$ cat config.mk
export PLATFORM = sky130hd
export DESIGN_NAME = rr_arbiter8
export DESIGN_NICKNAME = d
export VERILOG_FILES = /design/src/rtl/arb_pkg.sv /design/src/rtl/onehot_dec3to8.sv /design/src/rtl/rr_arbiter8.sv
export SDC_FILE = /design/constraint.sdc
export NUM_CORES = 1
export LEC_CHECK = 0
export ABC_AREA = 1
export ABC_CLOCK_PERIOD_IN_PS = 3100
export BUFFER_PORTS_ARGS = -buffer_cell sky130_fd_sc_hd__buf_4
export CORE_ASPECT_RATIO = 0.75
export CORE_MARGIN = 10
export CORE_UTILIZATION = 30
export CTS_BUF_LIST = sky130_fd_sc_hd__clkbuf_8
export CTS_CLUSTER_SIZE = 14
export DETAILED_ROUTE_END_ITERATION = 8
export GPL_ROUTABILITY_DRIVEN = 0
export GPL_TIMING_DRIVEN = 1
export PLACE_DENSITY = 0.56
export SYNTH_ARGS = -nofsm -noshare
export SYNTH_HDL_FRONTEND = slang
export SYNTH_SLANG_ARGS = --single-unit
$ cat constraint.sdc
create_clock -name clk -period 3.1 [get_ports clk]
set_clock_uncertainty 0.2 [all_clocks]
set_input_delay 0.465 -clock clk [delete_from_list [all_inputs] [get_ports clk]]
set_output_delay 0.465 -clock clk [all_outputs]
set_load 0.1 [all_outputs]
$ cat src/rtl/arb_pkg.sv
`timescale 1ns/1ps
`default_nettype none
// ============================================================================
//  Module   : arb_pkg
//  Purpose  : Shared constants, state type and the rotating first-set search
//             used by the eight-requester round-robin arbiter.
//  Contents : N_REQ, IDX_W, arb_state_t, rr_first()
//  Revision : 1.0 - initial release
// ============================================================================
package arb_pkg;

  localparam int N_REQ = 8;
  localparam int IDX_W = 3;

  typedef enum logic [0:0] {
    IDLE  = 1'b0,
    GRANT = 1'b1
  } arb_state_t;

  // Search vec for the first set bit starting at index 'start' and moving
  // upward with natural 3-bit wrap.  Returns {found, index}.  The loop walks
  // from the farthest offset back to the nearest so the nearest hit is the
  // last one written and therefore wins.
  function automatic logic [IDX_W:0] rr_first(input logic [N_REQ-1:0] vec,
                                               input logic [IDX_W-1:0] start);
    logic [IDX_W:0]   res;
    logic [IDX_W-1:0] k;
    res = '0;
    for (int i = N_REQ - 1; i >= 0; i--) begin
      k = start + IDX_W'(i);
      if (vec[k]) res = {1'b1, k};
    end
    return res;
  endfunction

endpackage : arb_pkg
`default_nettype wire

$ cat src/rtl/onehot_dec3to8.sv
`timescale 1ns/1ps
`default_nettype none
// ============================================================================
//  Module   : onehot_dec3to8
//  Purpose  : Combinational 3-to-8 one-hot decoder.
//  Ports    : idx    - in,  3-bit binary index
//             onehot - out, 8-bit one-hot vector, bit idx set
//  Revision : 1.0 - initial release
// ============================================================================
module onehot_dec3to8
  import arb_pkg::*;
(
  input  logic [IDX_W-1:0] idx,
  output logic [N_REQ-1:0] onehot
);

  for (genvar i = 0; i < N_REQ; i++) begin : g_dec
    assign onehot[i] = (idx == IDX_W'(i));
  end

endmodule : onehot_dec3to8
`default_nettype wire

$ cat src/rtl/rr_arbiter8.sv
`timescale 1ns/1ps
`default_nettype none
// ============================================================================
//  Module   : rr_arbiter8
//  Purpose  : Eight-requester round-robin arbiter.  Grants one requester at a
//             time, holds the grant until the owner releases it (done or
//             request withdrawn), then rotates priority and re-arbitrates in
//             the same cycle with the previous owner masked out.
//  Option   : RR_ARBITER8_TIMEOUT_EN - when defined, an 8-bit hold counter
//             force-releases a grant after HOLD_MAX cycles and pulses
//             'timeout'.  Undefined: no counter, 'timeout' tied low.
//  Ports    : clk       - in,  clock (rising edge)
//             rst_n     - in,  asynchronous active-low reset
//             req       - in,  8-bit request vector
//             done      - in,  owner releases its grant
//             gnt       - out, registered one-hot grant (0 when idle)
//             gnt_idx   - out, registered owner index (holds when idle)
//             gnt_valid - out, grant active
//             timeout   - out, one-cycle pulse on forced release
//  Revision : 1.0 - initial release
// ============================================================================
module rr_arbiter8 #(
  parameter int N_REQ    = 8,
  parameter int HOLD_MAX = 16
) (
  input  logic       clk,
  input  logic       rst_n,
  input  logic [7:0] req,
  input  logic       done,
  output logic [7:0] gnt,
  output logic [2:0] gnt_idx,
  output logic       gnt_valid,
  output logic       timeout
);

  import arb_pkg::IDX_W;
  import arb_pkg::arb_state_t;
  import arb_pkg::IDLE;
  import arb_pkg::GRANT;
  import arb_pkg::rr_first;

  // Elaboration-time parameter guards.
  if (N_REQ != 8) begin : g_bad_n_req
    $error("rr_arbiter8: N_REQ must be 8");
  end
  if (HOLD_MAX < 1 || HOLD_MAX > 255) begin : g_bad_hold_max
    $error("rr_arbiter8: HOLD_MAX must be in 1..255");
  end

  arb_state_t       state, state_nxt;
  logic [IDX_W-1:0] prio, prio_nxt;
  logic [IDX_W-1:0] idx_nxt;
  logic             valid_nxt;
  logic [7:0]       dec_out;
  logic [7:0]       gnt_nxt;
  logic [IDX_W:0]   pick;
  logic             owner_req;
  logic             hold_hit;
  logic             rel;
  logic             new_grant;
  logic             to_nxt;

  assign owner_req = req[gnt_idx];

`ifdef RR_ARBITER8_TIMEOUT_EN
  logic [7:0] hold_cnt;
  // Counter is 0 in the first grant cycle, so matching HOLD_MAX-1 releases
  // at the end of cycle HOLD_MAX.
  assign hold_hit = (hold_cnt == 8'(HOLD_MAX - 1));
`else
  assign hold_hit = 1'b0;
`endif

  assign rel = (state == GRANT) && (done || !owner_req || hold_hit);

  always_comb begin
    state_nxt = state;
    prio_nxt  = prio;
    idx_nxt   = gnt_idx;
    valid_nxt = gnt_valid;
    new_grant = 1'b0;
    to_nxt    = 1'b0;
    pick      = '0;
    case (state)
      IDLE: begin
        pick = rr_first(req, prio);
        if (pick[IDX_W]) begin
          idx_nxt   = pick[IDX_W-1:0];
          valid_nxt = 1'b1;
          new_grant = 1'b1;
          state_nxt = GRANT;
        end
      end
      GRANT: begin
        if (rel) begin
          prio_nxt = gnt_idx + 3'd1;
          // gnt is the registered one-hot of the current owner, so it doubles
          // as the mask that keeps the releasing owner out of this round.
          pick = rr_first(req & ~gnt, gnt_idx + 3'd1);
          // A forced release reports only when nothing else released it.
          to_nxt = hold_hit && !done && owner_req;
          if (pick[IDX_W]) begin
            idx_nxt   = pick[IDX_W-1:0];
            new_grant = 1'b1;
          end else begin
            valid_nxt = 1'b0;
            state_nxt = IDLE;
          end
        end
      end
      default: begin
        state_nxt = IDLE;
        valid_nxt = 1'b0;
      end
    endcase
  end

  onehot_dec3to8 u_dec (
    .idx    (idx_nxt),
    .onehot (dec_out)
  );

  assign gnt_nxt = valid_nxt ? dec_out : 8'h00;

  always_ff @(posedge clk or negedge rst_n) begin
    if (!rst_n) begin
      state     <= IDLE;
      prio      <= '0;
      gnt_idx   <= '0;
      gnt       <= '0;
      gnt_valid <= 1'b0;
    end else begin
      state     <= state_nxt;
      prio      <= prio_nxt;
      gnt_idx   <= idx_nxt;
      gnt       <= gnt_nxt;
      gnt_valid <= valid_nxt;
    end
  end

`ifdef RR_ARBITER8_TIMEOUT_EN
  always_ff @(posedge clk or negedge rst_n) begin
    if (!rst_n) begin
      hold_cnt <= '0;
      timeout  <= 1'b0;
    end else begin
      timeout <= to_nxt;
      if (new_grant)
        hold_cnt <= '0;
      else if (state == GRANT)
        hold_cnt <= hold_cnt + 8'd1;
    end
  end
`else
  assign timeout = 1'b0;
  // new_grant and to_nxt only feed the hold counter.
  logic unused_ok;
  assign unused_ok = &{1'b0, new_grant, to_nxt};
`endif

endmodule : rr_arbiter8
`default_nettype wire

After elaboration in Yosys (flattened, before gate mapping)
Cells that the tools add are included.
{"block": "word_totals", "regBits": 16, "input_bits": 11, "wordCells": 118, "out_inout_bits": 13}
{"block": "classes", "n_reduce_logical": 5, "eq_ne": 7, "bitwise_logic": 3, "n_lt_le_gt_ge": 17, "muxes": 66, "addsub": 15}
{"cell": "$mux 4", "n": 19}
{"cell": "$lt 3x4->1 const B", "n": 17}
{"cell": "$bmux 1 s3", "n": 17}
{"cell": "$add 3x3->3 const B", "n": 8}
{"cell": "$mux 1", "n": 23}
{"cell": "$add 3x2->3 const B", "n": 4}
{"cell": "$eq 3x3->1 const B", "n": 4}
{"cell": "$add 3x1->3 const B", "n": 3}
{"cell": "$mux 3", "n": 3}
{"cell": "$and 8x8->8", "n": 1}
{"cell": "$mux 8", "n": 1}
{"cell": "$not 8->8", "n": 1}
{"cell": "$eq 3x2->1 const B", "n": 2}
{"cell": "$pmux 3 s2", "n": 1}
{"cell": "$pmux 1 s2", "n": 2}
{"cell": "$eq 3x1->1 const B", "n": 1}
{"cell": "$logic_not 3->1", "n": 1}
{"cell": "$reduce_and 2->1", "n": 1}
{"cell": "$logic_and 1x1->1", "n": 1}
{"cell": "$logic_not 1->1", "n": 1}
{"cell": "$logic_or 1x1->1", "n": 1}
{"cell": "$not 1->1", "n": 1}

Longest topological paths before layout
Gate-level depths: netlist (run 1).
{"block": "logic_depth", "ltp_word": 19, "depth_mapped": 23, "depth_no_buf": 21}

Modules after synthesis
Synthesis (run 1) repeated with hierarchy kept, for this count alone.
{"block": "unflattened", "hier_cells": 395, "area_unflattened_um2": 2185.8}
{"module": "rr_arbiter8", "n_inst": 1, "area_per_inst_um2": 2129.5, "seq_area_each_um2": 400.4, "cells_per_inst": 380}
{"module": "onehot_dec3to8", "n_inst": 1, "area_per_inst_um2": 56.3, "seq_area_each_um2": 0.0, "cells_per_inst": 15}

Worst setup path before layout (run 1)
OpenSTA, ideal clock, no wires.
{"block": "synth_timing", "path_type": "register to register", "from": "register gnt_idx[0]", "to": "register gnt[6]", "path_buffers": 2, "setup_ns": 0.072, "period_less_slack_ns": 3.382, "path_stages_with_launch": 20, "required_time_ns": 2.828, "arrival_time_ns": 3.110, "slack_ns": -0.282, "cell_sequence": "dfrtp_1 buf_6 inv_6 buf_12 ha_1 inv_2 nand2_1 nand2_2 nand3_1 nand3_1 nand2_1 nor2_2 nand2_2 nor2_4 nor2_4 inv_2 o21ai_2 a21oi_4 nand2_1 nor2_1"}
{"block": "synth_between", "elab_chain_len": 19}
{"element": "start, declared", "line": "rr_arbiter8.sv:31", "text": "output logic [2:0] gnt_idx,"}
{"element": "start signal, assigned", "line": "rr_arbiter8.sv:135", "text": "gnt_idx <= idx_nxt;"}
{"element": "$add 3x1->3", "line": "rr_arbiter8.sv:99", "text": "pick = rr_first(req & ~gnt, gnt_idx + 3'd1);"}
{"element": "$add 3x3->3", "line": "arb_pkg.sv:30", "text": "k = start + IDX_W'(i);"}
{"element": "$bmux 1 s3", "line": "arb_pkg.sv:31", "text": "if (vec[k]) res = {1'b1, k};"}
{"element": "$mux 1 (implied by the code)", "line": "arb_pkg.sv:31"}
{"element": "$mux 4 (8 in series)", "line": "arb_pkg.sv:31"}
{"element": "$mux 4", "line": "rr_arbiter8.sv:95", "text": "if (rel) begin"}
{"element": "$mux 4", "line": "rr_arbiter8.sv:84", "text": "case (state)"}
{"element": "$mux 3", "line": "rr_arbiter8.sv:102", "text": "if (pick[IDX_W]) begin"}
{"element": "$mux 3 *", "line": "rr_arbiter8.sv:95"}
{"element": "$pmux 3 s2 *", "line": "rr_arbiter8.sv:84"}
{"element": "named net idx_nxt[1]", "line": "rr_arbiter8.sv:52", "text": "logic [IDX_W-1:0] idx_nxt;"}
{"element": "$eq 3x3->1 *", "line": "onehot_dec3to8.sv:18", "text": "assign onehot[i] = (idx == IDX_W'(i));"}
{"element": "$mux 8 *", "line": "rr_arbiter8.sv:123", "text": "assign gnt_nxt = valid_nxt ? dec_out : 8'h00;"}
{"element": "named net gnt_nxt[6]", "line": "rr_arbiter8.sv:55", "text": "logic [7:0] gnt_nxt;"}
{"element": "end signal, assigned", "line": "rr_arbiter8.sv:136", "text": "gnt <= gnt_nxt;"}
{"element": "end, declared", "line": "rr_arbiter8.sv:30", "text": "output logic [7:0] gnt,"}
The timed path passes the listed nets; every way through them passes the cells marked *. The select of a mux whose other input is x is not followed.
A chain may end at the register's enable or synchronous reset.

Worst setup path after layout (run 1)
{"block": "layout_timing", "from": "register gnt_idx[0]", "to": "register gnt[2]"}
{"block": "layout_between", "elab_chain_len": 19}
{"element": "$add 3x1->3", "line": "rr_arbiter8.sv:99"}
{"element": "$add 3x3->3", "line": "arb_pkg.sv:30"}
{"element": "$bmux 1 s3", "line": "arb_pkg.sv:31"}
{"element": "$mux 1 (implied by the code)", "line": "arb_pkg.sv:31"}
{"element": "$mux 4 (8 in series)", "line": "arb_pkg.sv:31"}
{"element": "$mux 4", "line": "rr_arbiter8.sv:95"}
{"element": "$mux 4", "line": "rr_arbiter8.sv:84"}
{"element": "$mux 3", "line": "rr_arbiter8.sv:102"}
{"element": "$mux 3", "line": "rr_arbiter8.sv:95"}
{"element": "$pmux 3 s2", "line": "rr_arbiter8.sv:84"}
{"element": "$eq 3x2->1", "line": "onehot_dec3to8.sv:18"}
{"element": "$mux 8 *", "line": "rr_arbiter8.sv:123"}
{"element": "named net gnt_nxt[2]", "line": "rr_arbiter8.sv:55"}
Marks and branches as above.

==> flow_summary.rst, run 1 <==
.. list-table::
   :header-rows: 1

   * - Metric
     - Value
   * - Pin count of the biggest net entering global routing
     - 20
   * - Detail-routed net length per standard cell
     - approximately 14 µm
   * - Hold-critical path endpoint
     - gnt_valid
   * - Critical path buffer and inverter count
     - 2
   * - Remaining global-route overflow
     - 0
   * - Gate Count Post-Synth
     - between 300 and 400
   * - Placeable core area
     - 0.007263 mm²
   * - Fraction of post-synthesis cell area in the top cell type by area
     - a little under a quarter
   * - Die Width
     - around 120 µm
   * - Gate family responsible for the most delay along the worst path
     - simple AND/OR/NAND/NOR gates
   * - Reg2Reg Setup Slack
     - about 300 ps
   * - Number of DRC markers after the initial detailed-route iteration
     - between 200 and 250
   * - TritonCTS buffer count
     - 3
   * - Post-detailed-placement half-perimeter wirelength
     - roughly 5800 µm
   * - Number of iterations in the first detailed-routing pass
     - 5
   * - Crit path capture type
     - flop
   * - Via count of the first global-routing pass
     - between 2k and 2.5k
   * - IO Count
     - 24
   * - Diodes inserted
     - 0
   * - Vertical die dimension
     - 94.37 µm
   * - Synthesis-to-layout area growth
     - 15.05%
   * - Clock Root Buffer
     - sky130_fd_sc_hd__clkbuf_8
   * - DRC violation count after routing
     - 0
   * - Count of synthesis-stage warnings from yosys
     - 0
   * - Count of antenna-violating nets left after detailed routing
     - 0
   * - Full die area
     - between 0.01 and 0.015 mm²
   * - Number of pins exceeding their max-slew limit in the final report
     - 0
   * - Clock latency on the worst-skew pair
     - approximately 250 ps
   * - Final period utilization
     - between 90% and 100%
   * - Syn nets
     - 393
   * - Most common cell after layout, fill and taps aside
     - sky130_fd_sc_hd__nand2_1
   * - Startpoint of the worst-slack reg-to-reg timing path
     - gnt_idx[0]
   * - Number of cell rows
     - 27
   * - Summed instance area of the synthesized netlist
     - between 0.002 and 0.0025 mm²
   * - First-pass GRT wire length
     - approximately 11000 µm
   * - Filler cell count in the final layout
     - between 800 and 900
   * - Setup repair after global routing missed its margin
     - false
   * - Final WL
     - 6853 µm
   * - Final hold violation count
     - 0
   * - Worst Setup Path Type
     - flop to flop
   * - Library cell occupying the most area in the post-synthesis netlist
     - sky130_fd_sc_hd__nand2_1
   * - Slowest cell delay on critical path
     - around 440 ps
   * - Fraction of layout instances using a drive strength above 1
     - 20.79%
   * - WP data arrival
     - 2790 ps
   * - Highest clock frequency the design can meet
     - 356.1 MHz
   * - Post-CTS Setup Repair Bufs
     - 0
   * - Layout net count
     - 420
   * - Unique cell type count in the Yosys netlist
     - 33
   * - Share of the yosys chip area belonging to registers
     - a little under a fifth
   * - Clock transition time at the flip-flop clock pins of the worst setup and hold paths
     - about 70 ps
   * - Crit start category
     - flop
   * - Class of the tightest hold or removal check
     - flop to flop
   * - Most used cells in the layout excluding fill and tap cells
     - sky130_fd_sc_hd__nand2_1, sky130_fd_sc_hd__nand3_1, sky130_fd_sc_hd__inv_1
   * - Number of antenna violations at the first check in global routing
     - 0
   * - Clock tree sinks
     - 16
   * - Effective utilization at floorplan
     - a little under a third
   * - Launch point of the worst hold path
     - gnt_valid
   * - Number of H-tree levels
     - 1
   * - Detailed-route vias per instance
     - 4.889
   * - CTS tree
     - done
   * - Time the final worst path needs with I/O delays and setup
     - between 2000 and 3000 ps
   * - Worst R2R Path Depth
     - 17
   * - Port buffer count
     - 22
   * - Critical path required time
     - a little over 3000 ps
   * - Terminus of the critical flop-to-flop path
     - gnt[2]
   * - Number of max-cap violations
     - 0
   * - Setup violation total in the final timing report
     - 0
   * - Syn Area/Cell
     - between 5 and 6 µm²
   * - Vias
     - around 2.5k
   * - Yosys reg bits
     - 16
   * - Outcome
     - complete, no violations
   * - Worst-path fanout max
     - 16
   * - Clock tree buffer depth
     - 2
   * - Leading cell types by total area after synthesis
     - sky130_fd_sc_hd__nand2_1, sky130_fd_sc_hd__nand3_1, sky130_fd_sc_hd__dfrtp_1, sky130_fd_sc_hd__inv_1, sky130_fd_sc_hd__nand2_2
   * - Total GRT Usage
     - 12.05%
   * - Min-Delay Path Depth
     - 2
   * - Critical path, cell by cell
     - inv_6, ha_1, inv_2, nand2_1, nand2_2, nand3_1, nand3_1, nand2_2, nor2_2, nand2_2, nor2_4, nor2_4, nor3_1, a21oi_1, nand2_1, nand2_1, nor2_1
   * - Final setup TNS
     - 0 ps
   * - Master of the slowest instance on the critical path
     - sky130_fd_sc_hd__dfrtp_2
-- how the worst max path moves through the flow --
| stage | start | to | slack, ps | cells after the start |
|---|---|---|---|---|
| 3_5_place_dp | gnt_idx[0] | gnt[2] | 270 | 18 |
| 5_1_grt | prio[0] | gnt[5] | 9 | 15 |
| 4_1_cts | gnt_idx[0] | gnt[2] | 230 | 18 |
| 2_1_floorplan | gnt_idx[0] | gnt[0] | 20 | 19 |
| 6_report | gnt_idx[0] | gnt[2] | 290 | 17 |
| 3_3_place_gp | prio[0] | gnt[2] | 250 | 15 |
-- through the flow --
stage	std cells	area (µm²)	setup slack, ps	hold slack [ps]	util, %
final	505	2545	291.5	381.3	35.04
after global routing	505	2545	8.745	413.8	35.04
after floorplan	378	2215	21.27	-30.59	-
after global placement	500	2476	245.6	136.9	34.09
after CTS	505	2541	232.5	381.8	34.99
after detailed placement	500	2476	274.8	141.9	34.09
-- timing repair --
action	in CTS	in global routing
hold buffers	1	0
hold endpoints to repair	16	0
endpoints found under the setup margin	0	8
gates resized for setup	0	2
-- area by class of cell --
cell class | instances | area (µm²) | share of cell area, %
repair buffers | 31 | 239.0 | 9.390
well taps | 101 | 126.4 | 4.966
multi-input cells | 307 | 1541 | 60.57
flip-flops and latches | 16 | 402.9 | 15.83
inverters | 46 | 180.2 | 7.080
clock buffers | 4 | 55.05 | 2.163
-- routing by layer --
layer	share of wire [%]	track usage [%]	routed length (µm)	vias to the layer above
met1	55	18.83	3763	1100
met2	38	16.59	2597	84
li1	-	-	-	1278
met4	0.89	1.521	61	0
met5	0	0	0	-
met3	6.3	2.443	431	7
-- cells in the mapped netlist (all sizes together) --
| library cell | number |
|---|---|
| dfrtp | 16 |
| nand2 | 149 |
| nand3 | 92 |
| nor3 | 4 |
| ha | 4 |
| xnor2 | 3 |
| o2bb2ai | 1 |
| o31ai | 1 |
| nand4 | 1 |
| inv | 46 |
| conb | 1 |
| o211ai | 2 |
| buf | 9 |
| xor2 | 1 |
| a21oi | 21 |
| o21ai | 4 |
| nor2 | 22 |
| a31oi | 1 |
-- tightest hold or removal path, delay by kind of cell (launching register included) --
family	cells	cell delay, ps
buf+inv	1	90
flops	1	360
compound gates	1	80
-- state kept, by name, summed over array words and instances (netlist names) --
register   cells
gnt_idx        3
prio           3
gnt_valid      1
gnt            8
state          1
-- kinds of logic (layout without fill, tap and decap cells) --
kind of cell               Yosys count  count (layout)  share of synthesized area, %
buffers and inverters               55              81                         12.22
AOI/OAI and AO/OA                   30              30                         9.220
xor gates and xnor gates             4               4                         2.263
DFF                                 16              16                         18.10
adders and majority gates            4               4                         2.263
other                                1               1                        0.1695
and+or+nand+nor                    268             268                         55.77
Power of run 1 is left out: the tool's default activity adds up to more than one toggle a clock period on the data nets, which glitch-free logic cannot reach.
==> inputs of run 2 (changes only) <==
--- a/config.mk
+++ b/config.mk
@@ -17,6 +17,7 @@
 export GPL_ROUTABILITY_DRIVEN = 0
 export GPL_TIMING_DRIVEN = 1
 export PLACE_DENSITY = 0.56
+export RECOVER_POWER = 100
 export SYNTH_ARGS = -nofsm -noshare
 export SYNTH_HDL_FRONTEND = slang
 export SYNTH_SLANG_ARGS = --single-unit
==> flow_summary.rst, run 2 (synthesis gave the netlist of run 1 again) <==
.. list-table::
   :header-rows: 1

   * - Metric
     - Value
   * - Outcome
     - complete, no violations
   * - Crit start category
     - flop
   * - Clock Root Buffer
     - sky130_fd_sc_hd__clkbuf_8
   * - Clock transition time at the flip-flop clock pins of the worst setup and hold paths
     - 70 ps (about the same)
   * - Largest register by flop count
     - gnt
   * - First-pass GRT wire length
     - 11150 µm (unchanged)
   * - Via count of the first global-routing pass
     - 2246 (unchanged)
   * - Final period utilization
     - 90.77% (+0.18 points)
   * - Placeable core area
     - 0.007263 mm² (unchanged)
   * - Post-CTS Setup Repair Bufs
     - 0 (unchanged)
   * - DRC violation count after routing
     - 0 (unchanged)
   * - TritonCTS buffer count
     - 3 (unchanged)
   * - Pin count of the biggest net entering global routing
     - 20 (unchanged)
   * - Highest clock frequency the design can meet
     - 355.4 MHz (-0.20%)
   * - Number of pins exceeding their max-slew limit in the final report
     - 0 (unchanged)
   * - Most used cells in the layout excluding fill and tap cells
     - sky130_fd_sc_hd__nand2_1, sky130_fd_sc_hd__nand3_1, sky130_fd_sc_hd__inv_1
   * - Clock tree sinks
     - 16 (unchanged)
   * - Count of antenna-violating nets left after detailed routing
     - 0 (unchanged)
   * - Pre-CTS setup slack
     - 274.8 ps (unchanged)
   * - Final setup TNS
     - 0 ps (unchanged)
   * - Number of H-tree levels
     - 1 (unchanged)
   * - Class of the tightest hold or removal check
     - flop to flop
   * - Time the final worst path needs with I/O delays and setup
     - 2814 ps (+5.523 ps)
   * - Clock tree buffer depth
     - 2 (unchanged)
   * - Full die area
     - 0.01124 mm² (unchanged)
   * - Master of the slowest instance on the critical path
     - sky130_fd_sc_hd__dfrtp_2
   * - Clock latency on the worst-skew pair
     - 250 ps (about the same)
   * - Startpoint of the worst-slack reg-to-reg timing path
     - gnt_idx[0]
   * - Number of max-cap violations
     - 0 (unchanged)
   * - Vias
     - 2482 (+0.53%)
   * - Port buffer count
     - 22 (unchanged)
   * - Reg2Reg Setup Slack
     - 290 ps (about the same)
   * - Die Width
     - 119.2 µm (unchanged)
   * - Critical path, cell by cell
     - buf_6, ha_1, inv_1, nand2_2, nand2_2, nand2_1, nand2_1, nand3_1, nand2_2, nor2_1, nand2_1, nor2_4, nor2_4, nor3_1, a21oi_1, nand2_1, nand2_1, nor2_1
   * - Critical path required time
     - 3080 ps (about the same)
   * - WP data arrival
     - 2790 ps (about the same)
   * - Number of antenna violations at the first check in global routing
     - 0 (unchanged)
   * - Fraction of layout instances using a drive strength above 1
     - 17.08% (-3.7 points)
   * - IO Count
     - 24 (unchanged)
   * - Launch point of the worst hold path
     - gnt_valid
   * - Synthesis-to-layout area growth
     - 12.50%
   * - Terminus of the critical flop-to-flop path
     - gnt[2]
   * - Crit path capture type
     - flop
   * - Diodes inserted
     - 0 (unchanged)
   * - Registers with the most flip-flops
     - gnt: 8 flops, gnt_idx: 3 flops, prio: 3 flops
   * - Effective utilization at floorplan
     - 30.46% (unchanged)
   * - Number of DRC markers after the initial detailed-route iteration
     - 178 (-13%)
   * - Final setup margin
     - 286.0 ps (-5.523 ps)
   * - Vertical die dimension
     - 94.37 µm (unchanged)
   * - Final hold violation count
     - 0 (unchanged)
   * - Hold-critical path endpoint
     - gnt_valid
   * - Worst rel slew slack
     - between 20% and 30%
   * - Gate family responsible for the most delay along the worst path
     - simple AND/OR/NAND/NOR gates
   * - Total GRT Usage
     - 12.05% (unchanged)
   * - Worst-path fanout max
     - 19 (+3)
   * - Final core utilization
     - 34.26% (-0.78 points)
   * - Number of flip-flops under the largest register name
     - 8 (unchanged)
   * - Final WL
     - 6848 µm (about the same)
   * - Detailed-route vias per instance
     - 4.915 (+0.53%)
   * - Layout net count
     - 420 (unchanged)
   * - Remaining global-route overflow
     - 0 (unchanged)
   * - Min-Delay Path Depth
     - 2 (unchanged)
   * - Number of iterations in the first detailed-routing pass
     - 4 (-1)
   * - Crit-path most repeated cell
     - sky130_fd_sc_hd__nand2_1
   * - Setup repair after global routing missed its margin
     - false
   * - Worst Tran Pin Value
     - roughly 1200 ps
   * - Detail-routed net length per standard cell
     - 13.56 µm (about the same)
   * - Critical path buffer and inverter count
     - 2 (unchanged)
   * - Slowest cell delay on critical path
     - 410 ps (-30 ps)
   * - Setup violation total in the final timing report
     - 0 (unchanged)
   * - Number of cell rows
     - 27 (unchanged)
   * - Worst R2R Path Depth
     - 18 (+1)
   * - Worst Setup Path Type
     - flop to flop
   * - Most common cell after layout, fill and taps aside
     - sky130_fd_sc_hd__nand2_1
   * - CTS tree
     - done
   * - Post-detailed-placement half-perimeter wirelength
     - 5764 µm (unchanged)
-- run 2: layer usage --
| metal | track usage (%) | share of wire, % | up-vias |
|---|---|---|---|
| met2 | 16.59 | 38 | 84 |
| met1 | 18.83 | 55 | 1111 |
| met4 | 1.521 | 0.91 | 0 |
| met5 | 0 | 0 | - |
| li1 | - | - | 1278 |
| met3 | 2.443 | 6.4 | 9 |
-- run 2: worst max-delay path by stage --
stage | slack [ps] | depth (start not counted) | start | to
global route | 10 | 15 | prio[0] | gnt[5]
finish | 290 | 18 | gnt_idx[0] | gnt[2]
global placement | 250 | 15 | prio[0] | gnt[2]
detailed placement | 270 | 18 | gnt_idx[0] | gnt[2]
CTS | 230 | 18 | gnt_idx[0] | gnt[2]
floorplan | 20 | 19 | gnt_idx[0] | gnt[0]
-- run 2: worst reg2reg max path, cell delays in order (launching register included) --
cell and delay [ps]:
sky130_fd_sc_hd__dfrtp_2 410, sky130_fd_sc_hd__buf_6 210, sky130_fd_sc_hd__ha_1 230, sky130_fd_sc_hd__inv_1 80, sky130_fd_sc_hd__nand2_2 100, sky130_fd_sc_hd__nand2_2 100
sky130_fd_sc_hd__nand2_1 70, sky130_fd_sc_hd__nand2_1 80, sky130_fd_sc_hd__nand3_1 130, sky130_fd_sc_hd__nand2_2 100, sky130_fd_sc_hd__nor2_1 130, sky130_fd_sc_hd__nand2_1 100
sky130_fd_sc_hd__nor2_4 160, sky130_fd_sc_hd__nor2_4 60, sky130_fd_sc_hd__nor3_1 140, sky130_fd_sc_hd__a21oi_1 80, sky130_fd_sc_hd__nand2_1 100, sky130_fd_sc_hd__nand2_1 110
sky130_fd_sc_hd__nor2_1 140
-- run 2: layout make-up --
cell class,count,area [µm²]
fill,827,4775
multi-input combinational,307,1534
sequential,16,402.9
timing repair buffer,31,190.2
inverter,46,180.2
tap,101,126.4
clock buffer,4,55.05
-- run 2: per-stage QoR --
stage / hold WS (ps) / cells / cell area (µm²)
6_report: 377.5 / 505 / 2489
5_1_grt: 413.3 / 505 / 2489
4_1_cts: 381.8 / 505 / 2541
3_5_place_dp: 141.9 / 500 / 2476
3_3_place_gp: 136.9 / 500 / 2476
2_1_floorplan: -30.59 / 378 / 2215
-- run 2: what timing repair did --
action                     CTS  global route
setup endpoints to repair    0             8
hold endpoints to repair    16             0
hold buffers                 1             0
gates resized for setup      0             2
Power of run 2 is left out for the same reason.
